==> config.mk <==
export PLATFORM = sky130hd
export DESIGN_NAME = alu_writeback_stage
export DESIGN_NICKNAME = d
export VERILOG_FILES = /design/src/rtl/alu_writeback_stage.sv
export SDC_FILE = /design/constraint.sdc
export NUM_CORES = 1
export LEC_CHECK = 0
export CAP_MARGIN = 20
export CORE_ASPECT_RATIO = 0.75
export CORE_MARGIN = 8
export CORE_UTILIZATION = 50
export CTS_BUF_LIST = sky130_fd_sc_hd__clkbuf_4 sky130_fd_sc_hd__clkbuf_8
export DETAILED_ROUTE_END_ITERATION = 10
export GPL_TIMING_DRIVEN = 0
export PLACE_DENSITY = 0.82
export SKIP_LAST_GASP = 1
export SYNTH_ARGS = -nofsm -noshare
export SYNTH_HDL_FRONTEND = slang
export SYNTH_SLANG_ARGS = --single-unit
==> constraint.sdc <==
create_clock -name clk -period 2.2 [get_ports clk]
set_clock_uncertainty 0.05 [all_clocks]
set_input_delay 0.44 -clock clk [delete_from_list [all_inputs] [get_ports clk]]
set_output_delay 0.44 -clock clk [all_outputs]
set_load 0.01 [all_outputs]
==> src/rtl/alu_writeback_stage.sv <==
// ALU writeback stage: architectural flag register, condition-code squash and a
// 2-entry skid FIFO presenting results to register-file writeback via valid/ready.
module alu_writeback_stage #(
  parameter int unsigned N     = 19,
  parameter int unsigned REG_W = 4
) (
  input  logic             clk,
  input  logic             reset,
  input  logic             in_valid,
  output logic             in_ready,
  input  logic [N-1:0]     in_result,
  input  logic [2:0]       in_flags,
  input  logic [REG_W-1:0] in_rd,
  input  logic             in_regwrite,
  input  logic             in_flagwrite,
  input  logic [2:0]       in_cond,
  input  logic             flush,
  output logic             wb_valid,
  input  logic             wb_ready,
  output logic [N-1:0]     wb_result,
  output logic [REG_W-1:0] wb_rd,
  output logic             wb_regwrite,
  output logic             wb_executed,
  output logic [2:0]       flags_q
);

  logic [1:0]            count_q, count_d;
  logic                  wr_ptr_q, wr_ptr_d;
  logic                  rd_ptr_q, rd_ptr_d;
  logic [1:0][N-1:0]     res_q, res_d;
  logic [1:0][REG_W-1:0] rd_q, rd_d;
  logic [1:0]            rw_q, rw_d;
  logic [1:0]            ex_q, ex_d;
  logic [2:0]            flags_d;

  logic cond_pass;
  logic push, pop;
  logic flag_z, flag_o, flag_n;

  assign flag_z = flags_q[2];
  assign flag_o = flags_q[1];
  assign flag_n = flags_q[0];

  // Evaluated on the flag register as it stands before this cycle's update.
  always_comb begin
    cond_pass = 1'b1;
    case (in_cond)
      3'b000:  cond_pass = 1'b1;
      3'b001:  cond_pass = flag_z;
      3'b010:  cond_pass = !flag_z;
      3'b011:  cond_pass = flag_n ^ flag_o;
      3'b100:  cond_pass = !(flag_n ^ flag_o);
      3'b101:  cond_pass = !flag_z && !(flag_n ^ flag_o);
      3'b110:  cond_pass = flag_z || (flag_n ^ flag_o);
      3'b111:  cond_pass = flag_o;
      default: cond_pass = 1'b1;
    endcase
  end

  assign in_ready = (count_q != 2'd2);
  assign wb_valid = (count_q != 2'd0);
  assign push     = in_valid && in_ready && !flush;
  assign pop      = wb_valid && wb_ready && !flush;

  always_comb begin
    count_d  = count_q;
    wr_ptr_d = wr_ptr_q;
    rd_ptr_d = rd_ptr_q;
    res_d    = res_q;
    rd_d     = rd_q;
    rw_d     = rw_q;
    ex_d     = ex_q;
    flags_d  = flags_q;
    if (flush) begin
      count_d  = 2'd0;
      wr_ptr_d = 1'b0;
      rd_ptr_d = 1'b0;
    end else begin
      if (push) begin
        res_d[wr_ptr_q] = in_result;
        rd_d[wr_ptr_q]  = in_rd;
        rw_d[wr_ptr_q]  = in_regwrite && cond_pass;
        ex_d[wr_ptr_q]  = cond_pass;
        wr_ptr_d        = !wr_ptr_q;
        if (in_flagwrite && cond_pass) begin
          flags_d = in_flags;
        end
      end
      if (pop) begin
        rd_ptr_d = !rd_ptr_q;
      end
      case ({push, pop})
        2'b10:   count_d = count_q + 2'd1;
        2'b01:   count_d = count_q - 2'd1;
        default: count_d = count_q;
      endcase
    end
  end

  always_ff @(posedge clk) begin
    if (reset) begin
      count_q  <= 2'd0;
      wr_ptr_q <= 1'b0;
      rd_ptr_q <= 1'b0;
      res_q    <= '0;
      rd_q     <= '0;
      rw_q     <= '0;
      ex_q     <= '0;
      flags_q  <= 3'b000;
    end else begin
      count_q  <= count_d;
      wr_ptr_q <= wr_ptr_d;
      rd_ptr_q <= rd_ptr_d;
      res_q    <= res_d;
      rd_q     <= rd_d;
      rw_q     <= rw_d;
      ex_q     <= ex_d;
      flags_q  <= flags_d;
    end
  end

  // Payload reads as zero whenever no head entry is present.
  assign wb_result   = wb_valid ? res_q[rd_ptr_q] : '0;
  assign wb_rd       = wb_valid ? rd_q[rd_ptr_q]  : '0;
  assign wb_regwrite = wb_valid && rw_q[rd_ptr_q];
  assign wb_executed = wb_valid && ex_q[rd_ptr_q];

endmodule

# Word level (Yosys, flattened, before mapping)
# Index checks and enable logic that the tools add are counted.
op_classes:
  n_addsub: 2
  magnitude_cmp: 3
  n_eq_ne: 10
  n_mux: 22
  bitwise_logic: 2
  n_reduce_logical: 22
op_table:
  columns: ["op", "n"]
  rows:
  - ["19-bit 2-to-1 mux", 4]
  - ["38-bit bitwise mux", 1]
  - ["19-bit demux with 1-bit select", 1]
  - ["4-bit 2-to-1 mux", 4]
  - ["3-bit equality test, second input constant", 4]
  - ["1-bit logical AND", 10]
  - ["8-bit bitwise mux", 1]
  - ["1-bit case mux with 8 select lines", 1]
  - ["3-bit by 2-bit equality test with 1-bit output, second input constant", 2]
  - ["1-bit zero test", 5]
  - ["1-bit 2-to-1 mux", 5]
  - ["2-bit bitwise mux", 2]
  - ["4-bit demux with 1-bit select", 1]
  - ["1-bit by 2-bit < comparator with 1-bit output, second input constant", 2]
  - ["2-bit case mux with 2 select lines", 1]
  - ["2-bit nonzero test", 2]
  - ["3-bit by 1-bit equality test with 1-bit output, second input constant", 1]
  - ["3-bit zero test", 1]
  - ["3-bit AND reduction", 1]
  - ["2-bit by 1-bit adder with 2-bit output, second input constant", 1]
  - ["2-bit by 1-bit equality test with 1-bit output, second input constant", 1]
  - ["2-bit equality test, second input constant", 1]
  - ["2-bit != test, second input constant", 1]
  - ["2-bit AND reduction", 1]
  - ["other kinds (7)", 7]
word_totals:
  regBits: 57
  input_bits: 36
  output_inout_bits: 30
  elab_cells: 71

# Logic depth before layout (Yosys ltp)
# Gate-level depths: netlist of run 1.
depth:
  ltp_word: 6
  depth_mapped: 9
  mapped_depth_nobuf: 9

# Least setup slack after synthesis of run 1
# OpenSTA, ideal clock, no wires.
synth_path:
  path_kind: "register to register"
  startpoint: "register count_q[0]"
  endpoint: "register count_q[1]"
  setup_ns: 0.130
  arrival_time_ns: 1.529
  required_time_ns: 2.020
  path_slack_ns: 0.491
  path_stages_with_launch: 9
  path_buffers: 0
  synth_period_minus_slack_ns: 1.709
  path_cell_list: "dfxtp_1 nor2_1 inv_1 nand2_1 nor2_1 ha_1 nor2_1 xnor2_1 nor3_1"
synth_between:
  elab_chain_len: 5
  word_cells_on_any_way: 12
  classes_between: "add/sub: 2; eq/ne: 3; mux: 1; reduce/logical: 6"
synth_rtl:
  columns: ["element", "line", "source"]
  rows:
  - ["start, declared", "27", "logic [1:0] count_q, count_d;"]
  - ["start signal, assigned", "111", "count_q <= count_d;"]
  - ["2-bit nonzero test (*)", "61", "assign wb_valid = (count_q != 2'd0);"]
  - ["net wb_valid", "18", "output logic wb_valid,"]
  - ["1-bit logical AND (*) (2 in a row)", "63", "assign pop = wb_valid && wb_ready && !flush;"]
  - ["net pop", "37", "logic push, pop;"]
  - ["2-bit by 1-bit equality test with 1-bit output or 2-bit equality test (tied branches)", "92", "case ({push, pop})"]
  - ["2-bit case mux with 2 select lines or 2-bit nonzero test (tied branches)", null, null]
# The timed path passes the listed nets; every way through them passes the cells marked *.
# A chain may end at the register's enable or synchronous reset.

# Worst setup path after layout of run 1
layout_path:
  startpoint: "register count_q[0]"
  endpoint: "output port wb_valid"
layout_between:
  elab_chain_len: 1
layout_rtl:
  columns: ["element", "line"]
  rows:
  - ["2-bit nonzero test", "61"]
  - ["end, declared", "18"]
# No other way between the ends.

==> results.yml, run 1 <==
run_status:
  status: "completed"
worst_setup_path:
  reg2reg_from: "count_q[1]"
  crit_path_max_fanout: 5
  critical_path_data_required_time_ps: 1710
  critPathKind: "flop to output pin"
  critical_path_arrival_ps: 1560
  critPathLaunchType: "flop"
  timing.critical_path.to_type: "output pin"
  timing.critical_path.from: "count_q[0]"
yosys:
  synthArstFlopShare: 0
  synth_top_area_share: 0.445
  synth-seq-area-share: 0.445
  syn_area_per_cell_um2: 7.79
  ys_seq_elements: 57
  synth.yosys.warnings: 0
  synth_nets: 366
  netlist_top_cells_area: "sky130_fd_sc_hd__dfxtp_1 45%, sky130_fd_sc_hd__nand2_1 14%, sky130_fd_sc_hd__mux2i_1 11%"
  synth_edf_count: 0
  synth.cell_area_mm2: 0.00256
  syn-instance-count: 329
  synth_top_area_cell: "sky130_fd_sc_hd__dfxtp_1"
  synth-main-ff-cell: "sky130_fd_sc_hd__dfxtp_1"
  post_synth_num_cell_types: 30
cells_and_area:
  layout.cells.most_common_list: "96 x sky130_fd_sc_hd__nand2_1, 55 x sky130_fd_sc_hd__dfxtp_1, 47 x sky130_fd_sc_hd__a21oi_1"
  post_route_cells_drive_above_1_share: 0.0969
  layout-area-overhead-vs-synth_pct: 40.8
  most_frequent_standard_cell_in_the_layout_excluding_fill_and_tap_cells: "sky130_fd_sc_hd__nand2_1"
  diodes: 0
  final_net_count: 446
  post-route-util: 0.732
clock_tree:
  cts_hold_buf: 0
  cts-root-buf: "sky130_fd_sc_hd__clkbuf_8"
  clock_tree_from_tritoncts: "yes"
  clk_pin_slew_worst_paths_ps: 60
  clock_path_buffers: 2
  tritoncts.num_buffers: 9
  cts.sinks: 57
  htree_num_levels: 3
  insertion_delay_ps: 330
place:
  placement.io_buffers: 64
  place_worst_setup_slack_ps: -273
  detailed_place_hpwl_um: 4890
  finalWeightedCongestion: 0.833
drt:
  detail_route.first_pass.iterations: 4
  post_drt_via_cell_ratio: 5.31
  vias: 2510
  drt-total-wl_um: 7100
  ant_nets: 0
  first_iteration_detailed_routing_drc_count: 146
  route.detailed.drc: 0
  routedWlPerCell_um: 15.0
sta:
  timing.fmax_mhz: 488
  timing_worst_slew_pin_value_ps: 572
  finalHoldViolations: 0
  slew_violations: 0
  finalSetupViolCount: 0
  finalCritPeriodShare: 0.931
  post-route-worst-setup-slack_ps: 152
  worst_slew_margin_rel: 0.619
  grt_setup_unrepaired: "no"
  final_critical_path_required_period_ps: 2050
die:
  die_width_um: 98.7
  placeableCoreArea_mm2: 0.00493
  fp.dieH_um: 78.0
  row_count: 22
  fp.dieArea_mm2: 0.00770
  floorplan.io_pins: 66
  initial_core_utilization: 0.520
pwr:
  leakagePower_nw: 1.60
  post-layout-total-power_mw: 2.32
  vdd_ir_drop_max_mv: 0.474
  power_density_mw_per_mm2: 643
grt:
  grt_pass1_wl_um: 11600
  grt_overflow: 0
  globalRouteTotalUtil: 0.187
  pin_count_of_the_biggest_net_entering_global_routing: 11
  grt_pass1_vias: 2540
  grt_antenna_before_repair: 0
worst_hold_path:
  hp-start: "res_q[17]"
  min-delay-path-class: "flop to flop"
flow_run:
  maxCapViolations: 0
-- repair_timing --
action / in CTS / in global routing
buffers inserted: 5 / 0
resized for setup: 22 / 21
setup endpoints to repair: 26 / 19
pin swaps: 1 / 0
-- power breakdown --
| group | switching (mW) | internal (mW) |
|---|---|---|
| sequential | 0.0203 | 1.07 |
| combinational | 0.129 | 0.126 |
| clock | 0.391 | 0.587 |
| total | 0.540 | 1.78 |
-- sequential cells by signal (all words and copies together), names as in the netlist --
signal / cells
ex_q: 2
rw_q: 2
res_q: 38
flags_q: 3
rd_ptr_q: 1
wr_ptr_q: 1
count_q: 2
rd_q: 8
-- critical path, cell delays in order, from the launching register on --
cell and delay (ps):
sky130_fd_sc_hd__dfxtp_2 400, sky130_fd_sc_hd__nor2_4 70, sky130_fd_sc_hd__buf_4 150, sky130_fd_sc_hd__inv_1 60
sky130_fd_sc_hd__clkdlybuf4s50_1 540
-- stage by stage --
stage | instance area (µm²) | setup TNS [ps] | std cells | hold WS [ps]
2_1_floorplan | 2560 | 0 | 329 | 386
3_3_place_gp | 3280 | -4160 | 453 | 391
3_5_place_dp | 3280 | -6220 | 453 | 396
4_1_cts | 3560 | 0 | 473 | 404
5_1_grt | 3610 | 0 | 473 | 420
6_report | 3610 | 0 | 473 | 405
-- cell families after synthesis --
kind of cell	after synthesis	synth area share
mux	29	0.115
simple gates	151	0.248
flops	57	0.445
buf+inv	29	0.0473
xor+xnor	5	0.0171
fa+ha+maj	1	0.00488
compound gates	57	0.123
-- synthesized netlist by cell type (3+ instances only) --
| master | count |
|---|---|
| sky130_fd_sc_hd__a21oi_1 | 47 |
| sky130_fd_sc_hd__buf_2 | 10 |
| sky130_fd_sc_hd__clkbuf_1 | 12 |
| sky130_fd_sc_hd__dfxtp_1 | 57 |
| sky130_fd_sc_hd__inv_1 | 7 |
| sky130_fd_sc_hd__mux2i_1 | 28 |
| sky130_fd_sc_hd__nand2_1 | 96 |
| sky130_fd_sc_hd__nand2b_1 | 7 |
| sky130_fd_sc_hd__nor2_1 | 32 |
| sky130_fd_sc_hd__nor3_1 | 5 |
| sky130_fd_sc_hd__xnor2_1 | 3 |
-- worst paths after layout --
path         cells after the start  slack (ps)         to
max                              4         150   wb_valid
min                              2         400  res_q[17]
max reg2reg                      6         340  res_q[23]
min reg2reg                      2         400  res_q[17]
-- cell type report --
| cell class | count | area, µm² |
|---|---|---|
| Multi-Input combinational cell | 243 | 1310 |
| Tap cell | 60 | 75.1 |
| Inverter | 7 | 26.3 |
| Sequential cell | 57 | 1140 |
| Clock inverter | 3 | 40.0 |
| Buffer | 22 | 134 |
| Fill cell | 374 | 1320 |
| Clock buffer | 12 | 159 |
| Timing Repair Buffer | 69 | 718 |
-- layer usage --
layer,vias to the layer above,global-route usage,routed length (µm)
met5,-,0,0
met4,0,0.0519,95
met3,13,0.0767,601
met2,95,0.300,3160
met1,1168,0.226,3240
li1,1234,-,-
(Power assumes the default switching activity.)
==> run 2, diff against run 1 <==
CAP_MARGIN = 25   (was 20)
==> results of run 2 <==
Same layout as run 1: the final DEF is identical, and so are final timing and power.
==> run 3, diff against run 2 <==
CORE_MARGIN = 1.5   (was 8)
==> results.yml, run 3 (synthesis results as in run 1) <==
run_status:
  status: "completed"
clock_tree:
  clock_tree_from_tritoncts: "yes"
  clk_pin_slew_worst_paths_ps: 60
  insertion_delay_ps: 340
  tritoncts.num_buffers: 9
  cts-root-buf: "sky130_fd_sc_hd__clkbuf_8"
  clock_path_buffers: 2
  cts_hold_buf: 0
  htree_num_levels: 3
  cts.sinks: 57
drt:
  route.detailed.drc: 0
  routedWlPerCell_um: 14.0
  post_drt_via_cell_ratio: 5.28
  drt-total-wl_um: 6630
  detail_route.first_pass.iterations: 5
  ant_nets: 0
  vias: 2493
  first_iteration_detailed_routing_drc_count: 154
sta:
  timing_worst_slew_pin_value_ps: 521
  finalHoldViolations: 0
  timing.fmax_mhz: 470
  worst_slew_margin_rel: 0.653
  finalSetupViolCount: 0
  grt_setup_unrepaired: "no"
  finalCritPeriodShare: 0.966
  slew_violations: 0
  final_critical_path_required_period_ps: 2130
  fin_setup_tns_ps: 0
cells_and_area:
  largest_register_ffs: 38
  post_route_cells_drive_above_1_share: 0.0971
  final_net_count: 445
  most_frequent_standard_cell_in_the_layout_excluding_fill_and_tap_cells: "sky130_fd_sc_hd__nand2_1"
  layout.cells.most_common_list: "96 x sky130_fd_sc_hd__nand2_1, 55 x sky130_fd_sc_hd__dfxtp_1, 47 x sky130_fd_sc_hd__a21oi_1"
  max_flop_register: "res_q"
  diodes: 0
  non_filler_cell_area_final_mm2: 0.00360
  count_of_non_filler_cells_in_the_finished_layout: 472
  filler_cell_count: 395
  layout-area-overhead-vs-synth_pct: 40.3
  top_regs: "res_q: 38 flops, rd_q: 8 flops, flags_q: 3 flops"
worst_setup_path:
  critPathKind: "flop to output pin"
  critical_path_data_required_time_ps: 1710
  critical_path_arrival_ps: 1640
  reg2reg_from: "count_q[1]"
  timing.critical_path.from: "count_q[0]"
  crit_path_max_fanout: 5
  timing.critical_path.to_type: "output pin"
  critPathLaunchType: "flop"
flow_run:
  maxCapViolations: 0
pwr:
  leakagePower_nw: 1.53
  share_comb_of_total_power: 0.109
  power.net_switching_uw: 542
  swShare: 0.234
  clkPwrFrac: 0.423
  power_density_mw_per_mm2: 645
  share_seq_of_total_power: 0.468
  post-layout-total-power_mw: 2.32
  vdd_ir_drop_max_mv: 0.426
  internal_dissipation_mw: 1.78
worst_hold_path:
  min-delay-path-class: "flop to flop"
  hp-start: "rd_q[1]"
grt:
  grt_pass1_wl_um: 11200
  grt_antenna_before_repair: 0
  grt_overflow: 0
  grt_pass1_vias: 2344
  globalRouteTotalUtil: 0.262
  pin_count_of_the_biggest_net_entering_global_routing: 11
die:
  placeableCoreArea_mm2: 0.00493
  initial_core_utilization: 0.520
  floorplan.io_pins: 66
  die_width_um: 85.7
  fp.dieArea_mm2: 0.00557
  row_count: 22
  fp.dieH_um: 65.0
place:
  placement.io_buffers: 64
  cells_after_dpl: 453
  detailed_place.area_mm2: 0.00328
  finalWeightedCongestion: 0.796
  detailed_place_hpwl_um: 4610
run 3: final timing paths:
check	to	slack, ps	depth (start not counted)
hold reg to reg	rd_q[1]	410	2
setup / recovery	wb_executed	70	4
hold / removal	rd_q[1]	410	2
setup reg to reg	res_q[21]	340	6
run 3: layout make-up:
type / count / area, µm² / area share
well taps: 60 / 75.1 / 0.0209
inverters: 7 / 26.3 / 0.00731
repair buffers: 68 / 697 / 0.194
clock inverters: 3 / 40.0 / 0.0111
flip-flops and latches: 57 / 1140 / 0.318
multi-input cells: 243 / 1320 / 0.366
plain buffers: 22 / 139 / 0.0386
clock buffers: 12 / 159 / 0.0442
run 3: per-layer routing:
layer,global-route usage,share of wire
met5,0,0
met2,0.408,0.46
met4,0.0887,0.013
met1,0.340,0.47
met3,0.0892,0.064
run 3: power by group through the flow:
stage	Combinational [mW]	Sequential (mW)	Clock [mW]
2_1_floorplan	0.126	1.10	0
3_3_place_gp	0.239	1.10	0
3_5_place_dp	0.244	1.11	0
4_1_cts	0.252	1.09	0.999
5_1_grt	0.278	1.09	1.06
6_report	0.253	1.09	0.980
run 3: stage by stage:
stage                     worst slack, ps  hold WS, ps   util
after floorplan                       491          386      -
after global placement               -242          391  0.666
after detailed placement             -230          396  0.666
after CTS                           -8.79          404  0.721
after global routing                 15.5          423  0.730
final                                74.0          405  0.730
run 3: repair_timing:
| item | in CTS | in global routing |
|---|---|---|
| setup endpoints to repair | 26 | 15 |
| endpoints found under the hold margin | 0 | 0 |
| gates resized for setup | 28 | 16 |
| pin swaps | 1 | 0 |
| buffers inserted | 4 | 0 |
run 3: critical path, stage by stage (launching register included):
cell and delay, ps:
sky130_fd_sc_hd__dfxtp_2 390, sky130_fd_sc_hd__nor2_4 70, sky130_fd_sc_hd__buf_4 160, sky130_fd_sc_hd__nor2_1 130, sky130_fd_sc_hd__clkdlybuf4s50_1 550
